==> src/rtl/cordic_angle_prep.sv <==
// Front end of the CORDIC rotator: folds a BAM angle into [-pi/2, +pi/2], rescales it to
// signed Q2.14 radians, and delays the result-negation flag to line up with the core outputs.
module cordic_angle_prep #(
  parameter int          N       = 16,
  parameter int          LAT     = 16,
  parameter logic [15:0] HALF_PI = 16'h6488
) (
  input  logic         clk,
  input  logic         rst,
  input  logic [N-1:0] in_angle,
  input  logic         in_valid,
  output logic         in_ready,
  output logic [N-1:0] out_angle,
  output logic         out_valid,
  input  logic         out_ready,
  output logic         out_neg,
  output logic         flag_neg,
  output logic         flag_valid
);

  localparam int PW   = 2 * N + 1;
  localparam int FRAC = 14;
  localparam logic signed [PW-1:0] ROUND_HALF = PW'(1) << (FRAC - 1);

  logic                 s1_valid_r;
  logic [N-1:0]         a1_r;
  logic                 s1_neg_r;
  logic [LAT-1:0]       fv_r;
  logic [LAT-1:0]       fn_r;

  logic                 s2_load_s;
  logic                 accept_s;
  logic                 fold_s;
  logic [N-1:0]         a1_s;
  logic signed [PW-1:0] prod_s;
  logic signed [PW-1:0] rnd_s;

  // Handshake, fold decision and Q2.14 scaling
  always_comb begin
    s2_load_s = !out_valid || out_ready;
    in_ready  = !s1_valid_r || s2_load_s;
    accept_s  = in_valid && in_ready;
    // In range exactly when the two top bits agree; folding subtracts pi by flipping the MSB.
    fold_s    = in_angle[N-1] ^ in_angle[N-2];
    if (fold_s) begin
      a1_s = in_angle ^ {1'b1, {(N-1){1'b0}}};
    end else begin
      a1_s = in_angle;
    end
    prod_s = $signed({{(N+1){a1_r[N-1]}}, a1_r}) * $signed({{(N+1){1'b0}}, HALF_PI});
    rnd_s  = prod_s + ROUND_HALF;
  end

  // Stage 1: folded angle and negate flag
  always_ff @(posedge clk or negedge rst) begin
    if (!rst) begin
      s1_valid_r <= 1'b0;
      a1_r       <= {N{1'b0}};
      s1_neg_r   <= 1'b0;
    end else if (accept_s) begin
      s1_valid_r <= 1'b1;
      a1_r       <= a1_s;
      s1_neg_r   <= fold_s;
    end else if (s2_load_s) begin
      s1_valid_r <= 1'b0;
    end
  end

  // Stage 2: scaled output register, held stable under backpressure
  always_ff @(posedge clk or negedge rst) begin
    if (!rst) begin
      out_valid <= 1'b0;
      out_angle <= {N{1'b0}};
      out_neg   <= 1'b0;
    end else if (s2_load_s) begin
      out_valid <= s1_valid_r;
      if (s1_valid_r) begin
        out_angle <= N'(rnd_s >>> FRAC);
        out_neg   <= s1_neg_r;
      end
    end
  end

  // Free-running flag delay line; the core never stalls so neither does this
  always_ff @(posedge clk or negedge rst) begin
    if (!rst) begin
      fv_r <= {LAT{1'b0}};
      fn_r <= {LAT{1'b0}};
    end else begin
      fv_r[0] <= out_valid && out_ready;
      fn_r[0] <= out_neg;
      for (int i = 1; i < LAT; i++) begin
        fv_r[i] <= fv_r[i-1];
        fn_r[i] <= fn_r[i-1];
      end
    end
  end

  assign flag_valid = fv_r[LAT-1];
  assign flag_neg   = fn_r[LAT-1];

endmodule
==> config.mk <==
export PLATFORM = sky130hd
export DESIGN_NAME = cordic_angle_prep
export DESIGN_NICKNAME = d
export VERILOG_FILES = /design/src/rtl/cordic_angle_prep.sv
export SDC_FILE = /design/constraint.sdc
export NUM_CORES = 1
export LEC_CHECK = 0
export CORE_MARGIN = 3
export CORE_UTILIZATION = 25
export DETAILED_ROUTE_END_ITERATION = 16
export DONT_BUFFER_PORTS = 1
export PLACE_DENSITY = 0.36
export SLEW_MARGIN = 20
export SYNTH_ARGS = -nofsm -noshare
export SYNTH_HDL_FRONTEND = slang
export SYNTH_SLANG_ARGS = --single-unit
==> constraint.sdc <==
create_clock -name clk -period 7.1 [get_ports clk]
set_clock_uncertainty 0.05 [all_clocks]
set_input_delay 1.065 -clock clk [delete_from_list [all_inputs] [get_ports clk]]
set_output_delay 1.065 -clock clk [all_outputs]
set_load 0.005 [all_outputs]
[After elaboration in Yosys (flattened, before gate mapping)]
Cells that the tools add are included.
Storage, ports and cells
  flip-flop bits (word level): 68
  output and inout bits: 21
  word-level logic and storage cells: 23
Operators by class
  add/sub/neg operators: 1
  $mul: 1
  multiplexer cells: 3
  bitwise logic cells: 2
  reductions and logical operators: 8
Operator list (number)
  $add 30x15->30 const B: 1
  $mul 16x13->27 const B: 1
  $mux 16: 1
  $logic_and 1x1->1: 2
  $logic_not 1->1: 2
  $logic_or 1x1->1: 2
  $mux 1: 2
  $reduce_and 2->1: 1
  $reduce_bool 2->1: 1
  $not 1->1: 1
  $xor 1x1->1: 1

[Longest topological paths before layout]
  depth in word-level cells: 5
  depth in mapped cells: 21

[Worst setup path before layout]
OpenSTA, ideal clock, no wires.
  path type: register to register
  start: register a1_r[1]
  end: register out_angle[15]
  data arrival time: 5381 ps
  data required time: 6926 ps
  slack: 1545 ps
  stages on the path, launching flop included: 19
  path buffers: 0
  path through: dfrtp_1 -> ha_1 -> inv_1 -> fa_1 -> inv_1 -> fa_1 -> fa_1 -> ha_1 -> ha_1 -> a21oi_1 -> o21a_2 -> a2bb2oi_2 -> a21boi_1 -> o311a_2 -> or2_4 -> or4_4 -> o31a_1 -> o31a_1 -> o31a_1
Between the ends
  longest elaborated chain between the ends: 2
Ends and longest elaborated chain
  start: declaration: line 26  | logic [N-1:0] a1_r;
  start signal: assignment: line 58  | a1_r <= {N{1'b0}};
  start signal: assignment: line 62  | a1_r <= a1_s;
  $mul 16x13->27: line 50  | prod_s = $signed({{(N+1){a1_r[N-1]}}, a1_r}) * $signed({{(N+1){1'b0}}, HALF_PI});
  $add 30x15->30: line 51  | rnd_s = prod_s + ROUND_HALF;
  end signal: assignment: line 73  | out_angle <= {N{1'b0}};
  end signal: assignment: line 78  | out_angle <= N'(rnd_s >>> FRAC);
  end: declaration: line 13  | output logic [N-1:0] out_angle,
Every way passes these cells.
A chain may end at the register's enable or synchronous reset.

[Worst setup path after layout]
  start: register a1_r[2]
  end: register out_angle[15]
Same word-level chain as after synthesis.

==> results.md <==
* Synth Flop Type: dfrtp_1
* Routed vias at roughly 3400
* CP max stage cell: fa_1
* Grt ovf at 0
* Remaining antenna violation count at 0
* Commonest cells after routing, fill and taps aside: ha_1, dfrtp_1, nand2_1, fa_1, inv_1
* Outcome: complete, no violations
* Kind of critical path: register to register
* Total CTS buffers at 9
* Sequential fraction of the synthesis area at 0.3154
* Cell Area, Synth at 5395 um2
* Initial Util at 0.2558
* Post-CTS Setup Bufs at 0
* Placed Area at roughly 5600 um2
* WL/cell at between 10 and 15 um
* # setup viols final at 0
* Core area at 21090 um2
* Rel. slew slack at 0.4484
* Finished Cell Area at around 6000 um2
* Clock tree sinks at between 60 and 70
* Post-CTS sizing at 0
* Clock Latency Late Sink at between 0.3 and 0.4 ns
* Max Freq at between 150 and 200 MHz
* Antenna violations before repair at 0
* Yosys warning count at 0
* Die footprint at 23380 um2
* Die Width at around 150 um
* Final HPWL DP at between 9000 and 10000 um
* Vias in the first global route at between 3000 and 4000
* Port buffer count at 0
* Setup repair after global routing missed its margin: false
* Critical path endpoint category: register
* Clk root buf: clkbuf_16
* Tot GR Track Use at 0.1024
* Net Count, Synth at 609
* Crit-path max cell delay at roughly 0.53 ns
* Max Slew Vio Count at 0
* Vias/cell at approximately 4.5
* WP data arrival at between 6 and 7 ns
* Mapped Cells at 485
* Share of layout cells above drive strength 1 at 0.1423
* Largest net degree at the start of global routing at between 60 and 70
* Clock Path Buffers at 2
* Crit-path max FO at 13
* Final Hold Viols at 0
* Clock tree from TritonCTS: done
* Min Tclk post-route at slightly above 6 ns
* TNS Setup at 0 ns
* Synth Area per Inst at between 10 and 15 um2
* GP Congestion at a little under 0.8
* Post-synth EDFFs at 0
* Post-synth cell types at 70
* First-pass DRT Iterations at 4
* H-tree Lvls at 3
* Post-route DRC at 0
* Crit-path cells: ha_1, inv_1, fa_1, inv_1, fa_1, fa_1, ha_1, ha_1, a21oi_1, o21a_2, a2bb2oi_2, a21boi_1, o311a_2, or2_4, or4_4, o31a_1, o31a_1, o31a_1
* First-pass GRT wire length at 19540 um
* MaxCap Viol Count at 0
* Hold_buf cts at 0
* Period Utilization, post-route at 0.8509
* Post-Route WL at 11120 um
* Final #Nets at 606
* Commonest non-fill, non-tap cell in the layout: ha_1
* Yosys reg bits at 68
* Tightest Pin Transition at 0.8274 ns
* Die height at roughly 150 um
* Std cell rows at 53
* Ant diodes at 0
* Layout area overhead at 9.763%
* CTS clk-pin slew, worst paths at approximately 0.06 ns
* Top Ports at between 40 and 50
* Crit start category: register
* Critical Path RT at around 7.3 ns
* 1st-iter DRT viols at 194
* Asr flop ratio synth at 1.000
* Hold Crit Class: register to register
[per-layer routing]
layer,GRT usage,vias up,part of all wire
met5,0,-,0
met2,0.1454,62,0.42
li1,-,1686,-
met4,0.02800,0,0.011
met1,0.1512,1642,0.53
met3,0.03029,9,0.047
[worst paths after layout]
kind                                          start                   endpoint  slack [ns]  depth (start not counted)
worst max-delay path            a1_r[2]$_DFFE_PN0P_  out_angle[15]$_DFFE_PN0P_        1.06                         18
max in group asynchronous                       rst        a1_r[8]$_DFFE_PN0P_        6.50                          0
worst min register to register   fv_r[11]$_DFF_PN0_         fv_r[12]$_DFF_PN0_        0.29                          0
worst max register to register  a1_r[2]$_DFFE_PN0P_  out_angle[15]$_DFFE_PN0P_        1.06                         18
worst min-delay path             fv_r[11]$_DFF_PN0_         fv_r[12]$_DFF_PN0_        0.29                          0
min in group asynchronous                       rst         fn_r[15]$_DFF_PN0_        0.37                          0
[cell type report]
type	instances	area (um2)
fill	2239	15170
clock buffer	12	256.5
timing repair buffer	1	7.507
sequential	68	1702
multi-input combinational	369	3453
inverter	33	123.9
tap	275	344.1
clock inverter	2	35.03
[worst max-delay path, delay by kind of cell, from the launching register on]
| kind | cells | cell delay [ns] |
|---|---|---|
| fa+ha+maj | 6 | 2.51 |
| compound gates | 8 | 2.08 |
| simple gates | 2 | 0.75 |
| flops | 1 | 0.44 |
| buf+inv | 2 | 0.10 |
[cell families after synthesis]
| logic type | after synthesis | share of synthesized area |
|---|---|---|
| and+or+nand+nor | 111 | 0.1092 |
| muxes | 27 | 0.05543 |
| xor gates and xnor gates | 45 | 0.07583 |
| adders and majority gates | 105 | 0.2917 |
| DFF | 68 | 0.3154 |
| buffers and inverters | 48 | 0.04452 |
| AOI/OAI and AO/OA | 81 | 0.1078 |
[synthesized netlist by cell type (2+ instances only)]
library cell,count,area share
nor3b_1,4,0.0056
a211oi_1,2,0.0028
or2_2,3,0.0035
o21ai_1,4,0.0037
and2_1,3,0.0035
buf_6,5,0.010
o211a_1,3,0.0056
and3_1,3,0.0035
xor2_1,17,0.028
and3_2,2,0.0028
o21ai_0,20,0.019
nor2_1,15,0.010
nand2b_1,4,0.0046
a21oi_2,4,0.0065
a21o_1,5,0.0070
buf_4,3,0.0042
nand4_1,7,0.0081
nor4b_1,2,0.0032
clkbuf_1,6,0.0042
dfrtp_1,68,0.32
ha_1,69,0.16
mux2i_1,4,0.0074
o31a_1,4,0.0065
o21ai_2,2,0.0032
inv_1,33,0.023
mux2_2,23,0.048
nand2_1,38,0.026
nand2_2,2,0.0023
a21oi_1,12,0.011
o22ai_1,3,0.0035
xnor2_2,2,0.0060
xnor2_1,26,0.042
o21a_1,3,0.0042
fa_1,35,0.13
nand3_1,8,0.0074
nor3_1,7,0.0065
[sequential cells by signal (all words and copies together) (netlist names)]
name and cells:
fv_r 16, out_valid 1, out_neg 1, fn_r 16
s1_neg_r 1, s1_valid_r 1, a1_r 16, out_angle 16
[stage by stage]
stage / util / hold WS, ns / instances / setup slack, ns
6_report: 0.2808 / 0.2910 / 760 / 1.058
5_1_grt: 0.2808 / 0.2952 / 760 / 0.7783
4_1_cts: 0.2808 / 0.2916 / 760 / 1.031
3_5_place_dp: 0.2670 / 0.2847 / 746 / 1.063
3_3_place_gp: 0.2670 / 0.2817 / 746 / 1.113
2_1_floorplan: - / 0.2812 / 485 / 1.545
Power is left out: the tool's default activity adds up to more than one toggle a clock period on the data nets, which glitch-free logic cannot reach.
